--- src/rtl/alu_arbiter.sv ---
// Round-robin arbiter sharing one combinational ALU between two requesters.
// Optional divide-by-zero trap enabled by defining ALU_ARB_DIV0_TRAP_EN.
module alu_arbiter #(
    parameter int MULDIV_CYCLES = 4
) (
    input  logic        clk,
    input  logic        rst_n,
    input  logic        req0,
    input  logic        req1,
    input  logic [3:0]  op0,
    input  logic [3:0]  op1,
    input  logic [31:0] a0,
    input  logic [31:0] a1,
    input  logic [31:0] b0,
    input  logic [31:0] b1,
    input  logic [4:0]  sh0,
    input  logic [4:0]  sh1,
    output logic        gnt0,
    output logic        gnt1,
    output logic [3:0]  alu_sel,
    output logic [31:0] alu_in1,
    output logic [31:0] alu_in2,
    output logic [4:0]  alu_sra,
    input  logic [31:0] alu_out,
    input  logic [5:0]  alu_flags,
    output logic        rvalid,
    output logic        rid,
    output logic [31:0] result,
    output logic [5:0]  rflags,
    output logic        err,
    output logic        busy
);

    localparam int CW = (MULDIV_CYCLES > 1) ? $clog2(MULDIV_CYCLES) : 1;
    localparam logic [CW-1:0] MD_LOAD = CW'(MULDIV_CYCLES - 1);

    typedef enum logic {IDLE, EXEC} state_t;

    state_t        state;
    logic          last;
    logic          cur_id;
    logic          cur_trap;
    logic [CW-1:0] cnt;

    logic          idle;
    logic          win;
    logic [3:0]    win_op;
    logic [31:0]   win_a;
    logic [31:0]   win_b;
    logic [4:0]    win_sh;
    logic          win_muldiv;
    logic          win_trap;

    // On a tie the requester that did not win last time gets the ALU
    assign idle = (state == IDLE);
    assign gnt0 = rst_n && idle && req0 && (!req1 || last);
    assign gnt1 = rst_n && idle && req1 && (!req0 || !last);
    assign busy = (state == EXEC);

    assign win        = gnt1;
    assign win_op     = win ? op1 : op0;
    assign win_a      = win ? a1  : a0;
    assign win_b      = win ? b1  : b0;
    assign win_sh     = win ? sh1 : sh0;
    assign win_muldiv = (win_op == 4'b0010) || (win_op == 4'b0011) || (win_op == 4'b0100);

`ifdef ALU_ARB_DIV0_TRAP_EN
    assign win_trap = ((win_op == 4'b0011) || (win_op == 4'b0100)) && (win_b == 32'd0);
`else
    assign win_trap = 1'b0;
`endif

    always_ff @(posedge clk) begin
        if (!rst_n) begin
            state    <= IDLE;
            last     <= 1'b1;
            cur_id   <= 1'b0;
            cur_trap <= 1'b0;
            cnt      <= '0;
            alu_sel  <= '0;
            alu_in1  <= '0;
            alu_in2  <= '0;
            alu_sra  <= '0;
            rvalid   <= 1'b0;
            rid      <= 1'b0;
            result   <= '0;
            rflags   <= '0;
            err      <= 1'b0;
        end else begin
            rvalid <= 1'b0;
            case (state)
                IDLE: begin
                    if (gnt0 || gnt1) begin
                        state    <= EXEC;
                        last     <= win;
                        cur_id   <= win;
                        cur_trap <= win_trap;
                        cnt      <= (win_muldiv && !win_trap) ? MD_LOAD : '0;
                        // A trapped divide never reaches the ALU
                        if (!win_trap) begin
                            alu_sel <= win_op;
                            alu_in1 <= win_a;
                            alu_in2 <= win_b;
                            alu_sra <= win_sh;
                        end
                    end
                end
                EXEC: begin
                    if (cnt != '0) begin
                        cnt <= cnt - 1'b1;
                    end else begin
                        state  <= IDLE;
                        rvalid <= 1'b1;
                        rid    <= cur_id;
                        result <= cur_trap ? 32'd0 : alu_out;
                        rflags <= cur_trap ? 6'b100000 : alu_flags;
                        err    <= cur_trap;
                    end
                end
                default: state <= IDLE;
            endcase
        end
    end

endmodule

--- config.mk ---
export PLATFORM = sky130hd
export DESIGN_NAME = alu_arbiter
export DESIGN_NICKNAME = d
export VERILOG_FILES = /design/src/rtl/alu_arbiter.sv
export SDC_FILE = /design/constraint.sdc
export NUM_CORES = 1
export LEC_CHECK = 0
export CORE_MARGIN = 5
export CORE_UTILIZATION = 37
export CTS_BUF_LIST = sky130_fd_sc_hd__clkbuf_2
export DETAILED_ROUTE_END_ITERATION = 6
export GPL_TIMING_DRIVEN = 0
export HOLD_SLACK_MARGIN = 0.06
export PLACE_DENSITY = 0.82
export SYNTH_ARGS = -nofsm -noshare
export SYNTH_HDL_FRONTEND = slang
export SYNTH_SLANG_ARGS = --single-unit
export TNS_END_PERCENT = 20
--- constraint.sdc ---
create_clock -name clk -period 1.9 [get_ports clk]
set_input_delay 0.38 -clock clk [delete_from_list [all_inputs] [get_ports clk]]
set_output_delay 0.38 -clock clk [all_outputs]
set_load 0.03 [all_outputs]
* Word-level counts from Yosys, hierarchy flattened *
Index checks and enable logic that the tools add are counted.
Widths: inputs -> output; s select.

operators by class
  eq/ne operators = 5
  multiply operators = 0
  muxes and demuxes = 12
  shift-type cells = 0
  add/subtract/negate cells = 1
  $lt $le $gt $ge = 0
  divide/modulo/power cells = 0
  reduce and logical (&&, ||, !) cells = 18
  bitwise operators = 2

operators by type and width
  cell                 number
  $mux 32              2
  $eq 4x2->1 const B   2
  $reduce_and 2->1     4
  $mux 2               3
  $logic_and 1x1->1    5
  $logic_or 1x1->1     5
  $mux 5               1
  $eq 4x3->1 const B   1
  $mux 4               1
  $ne 2x1->1 const B   2
  $pmux 2 s2           1
  $logic_not 1->1      3
  $mux 1               3
  $not 1->1            2
  $pmux 1 s2           1
  $reduce_bool 2->1    1
  $sub 2x1->2 const B  1

storage, ports and cells
  latch bits = 0
  output and inout bits = 117
  bits in read-only memories = 0
  word-level logic and storage cells = 50
  bits in writable memories = 0
  bits in registers = 118
  memories = 0

* Logic depth before layout (Yosys ltp) *
  depth after elaboration = 11
  gate-level depth with buffers = 7
  mapped depth without buffers = 6

* Worst setup path before layout *
Ideal clock, no wire load.

  path kind = reg2out
  start = reg state (netlist: busy)
  end = out gnt1
  slack = 0.270 ns
  arrival time = 1.250 ns
  stages on the path, launching flop included = 6
  required time = 1.520 ns
  path buffers = 2
  cells stage by stage = dfxtp_1 > nor2b_4 > nand3_2 > buf_6 > buf_6 > inv_1

between the ends
  cells in the longest elaborated chain, start to end = 4

ends and longest elaborated chain
  item                             line  source
  start, declared                  39    state_t state;
  start signal, assigned           75    state <= IDLE;
  start signal, assigned           94    state <= EXEC;
  start signal, assigned           112   state <= IDLE;
  $not 1->1 (no line)              n/a
  $logic_and 1x1->1 (3 in series)  57    assign gnt1 = rst_n && idle && req1 && (!req0 || !last);
  end, declared                    19    output logic gnt1,

Every way passes these cells.

* Worst setup path after layout *
Ends and elaborated chain as after synthesis.

==> reports/qor.yml <==
placement:
  post-place-ws_ps: -1050
  portBuffers: 303
  place_inst: 1011
  hpwl_mm: 13.5
  globalplace.congestion: 0.776
  place_area_mm2: 0.00806
min_path:
  hp-class: "input port to register"
  hp-start: "alu_out[13]"
critical_path:
  crit_arrival_ps: 1620
  max_stage_delay_ps: 380
  crit_fanout: 8
  crit_path_start_kind: "register"
  setup.worst_path.start: "busy"
  cp_data_required_time_ps: 1520
  r2r-start: "busy"
  criticalPathCategory: "register to primary output"
  end_kind: "primary output"
  cp_slowest_cell: "dfxtp_4"
  worstPathCellList: "nor2b_4 > nand3_4 > buf_12 > clkinv_4 > buf_6"
grt:
  grt_max_degree: 17
  groute.usage.overall_pct: 21.8
  grt_pass1_vias: 5006
  grt_overflow: 0
  grt_pass1_wl_mm: 25.5
  antenna_found_initial: 0
clock_network:
  insertion_delay_ps: 690
  cts_tree: "done"
  clk_pin_slew_ps: 160
  ctsHtreeMaxLevel: 4
  cts_buffer_depth: 2
  cts_sinks: 118
  cts_root_buf: "clkbuf_2"
  numCtsBuffers: 17
yosys:
  yosys.area_share.simple_pct: 8.64
  ys_ff_latch: 118
  yosysSeqAreaShare_pct: 49.1
  synth-async-reset-ratio_pct: 0
  syn-num-nets: 725
  netlist_instances: 536
  netlist_area_mm2: 0.00481
  synth_edf_count: 0
  synth_fa_ha_area_share_pct: 0.260
  yosysUniqueCellTypes: 27
  yosysWarnings: 0
  synth_compound_area_share_pct: 20.3
  synth.area.mux_share_pct: 15.6
  synth_xor_area_share_pct: 0
  synth_top_family_by_area: "compound AO/OA/AOI/OAI gates"
  synth_flop_cell: "dfxtp_1"
  synth_area_per_cell_um2: 8.97
route:
  ant_nets: 0
  wirelength_mm: 17.4
  vias_per_cell: 4.83
  wl_per_cell_um: 16.5
  drc: 0
  drt_iter0_drc: 215
  via_count: 5081
  dr.pass1.iters: 4
finish:
  num_antenna_cells: 0
  mostFrequentLayoutCells: "clkdlybuf4s50_1, dfxtp_1, a21oi_1"
  final_util_pct: 62.4
  nets: 1059
  nFillCells: 1159
  final_area_mm2: 0.00790
  layout_commonest_cell: "clkdlybuf4s50_1"
  drive_gt1_share_pct: 19.5
  syn_to_final_growth_pct: 64.4
  fin_cells: 1051
timing:
  fin_worst_skew_ps: 18.5
  period_needed_ps: 2000
  setup_viol: 2
  setup_ws_ps: -104
  period_share_pct: 105
  timing.slew.headroom_pct: 64.8
  finalMaxSlewViolations: 0
  max_freq_ghz: 0.499
  rsz0062_at_grt: "yes"
  worstMarginPinSlew_ps: 528
  hold_viol: 0
floorplan:
  core_mm2: 0.0127
  io_pins: 305
  initial_core_util_pct: 37.9
  die_h_um: 124
  die-area_mm2: 0.0154
  rows: 41
  die_x_um: 124
power:
  power_w: 0.00569
  leakagePower_nw: 3.63
  pwr_density_cell_mw_per_mm2: 720
  peakVddDrop_uv: 357
run_status:
  violations: "setup timing"
  status: "complete, but fails checks"
flow_run:
  maxCapViolCount: 0
==> registers in the layout, indices dropped and copies added, names as in the netlist <==
signal   count
busy         1
alu_in1     32
alu_in2     32
rid          1
rflags       6
cnt          2
alu_sra      5
last         1
alu_sel      4
rvalid       1
cur_id       1
result      32
==> where the power goes <==
group	leakage, nW	switching (W)	internal [W]
logic	2.55	0.000896	0.000741
registers	0.972	0.0000956	0.00267
clock network	0.115	0.000868	0.000427
total	3.63	0.00186	0.00383
==> repair_timing <==
action                                 in CTS  in global routing
hold buffers                                0                  0
buffers inserted                            8                  5
endpoints found under the hold margin       0                  0
gates resized for setup                   206                150
setup endpoints to repair                 116                105
pin swaps                                   1                  2
==> per-stage QoR <==
| step | setup TNS, ps | hold WS, ps |
|---|---|---|
| 5_1_grt | -431 | 133 |
| 6_report | -134 | 213 |
| 3_5_place_dp | -24860 | 444 |
| 3_3_place_gp | -22620 | 439 |
| 2_1_floorplan | 0 | 429 |
| 4_1_cts | -272 | 147 |
==> area by class of cell <==
class                           count  area, um2  share of cell area [%]
Clock inverter                      9       65.1                   0.823
Buffer                             44        267                    3.37
Inverter                            5       23.8                   0.301
Timing Repair Buffer              316       2700                    34.2
Sequential cell                   118       2370                    29.9
Clock buffer                       19       95.1                    1.20
Tap cell                          172        215                    2.72
Multi-Input combinational cell    368       2170                    27.5
==> synthesized netlist by cell type (all sizes together) (3+ instances only) <==
cell	instances	area [um2]
a21oi	115	576
buf	26	198
clkbuf	19	71.3
dfxtp	118	2360
inv	4	15.0
mux2i	75	751
nand2	82	308
nand2b	3	18.8
o21ai	76	380
==> logic make-up after synthesis <==
family                     count (synthesis)
DFF                                      118
buffers and inverters                     50
other                                      1
muxes                                     75
adders and majority gates                  1
and+or+nand+nor                           97
AOI/OAI and AO/OA                        194
==> final timing paths <==
kind,endpoint,slack [ps],cells past startpoint
max,gnt1,-100,5
min,result[13],210,3
max reg2reg,alu_in1[28],220,9
min reg2reg,cur_id,460,2
==> per-layer routing <==
layer / global-route usage [%] / up-vias / share of wire (%)
li1: - / 2529 / -
met3: 9.31 / 17 / 12
met4: 6.91 / 0 / 1.3
met5: 0 / - / 0
met1: 23.0 / 2326 / 37
met2: 39.1 / 209 / 50
==> worst max-delay path, delay by kind of cell (launching register included) <==
kind                   cells  cell delay [ps]
and+or+nand+nor            2              260
DFF                        1              380
buffers and inverters      3              300
(Power assumes the default switching activity.)
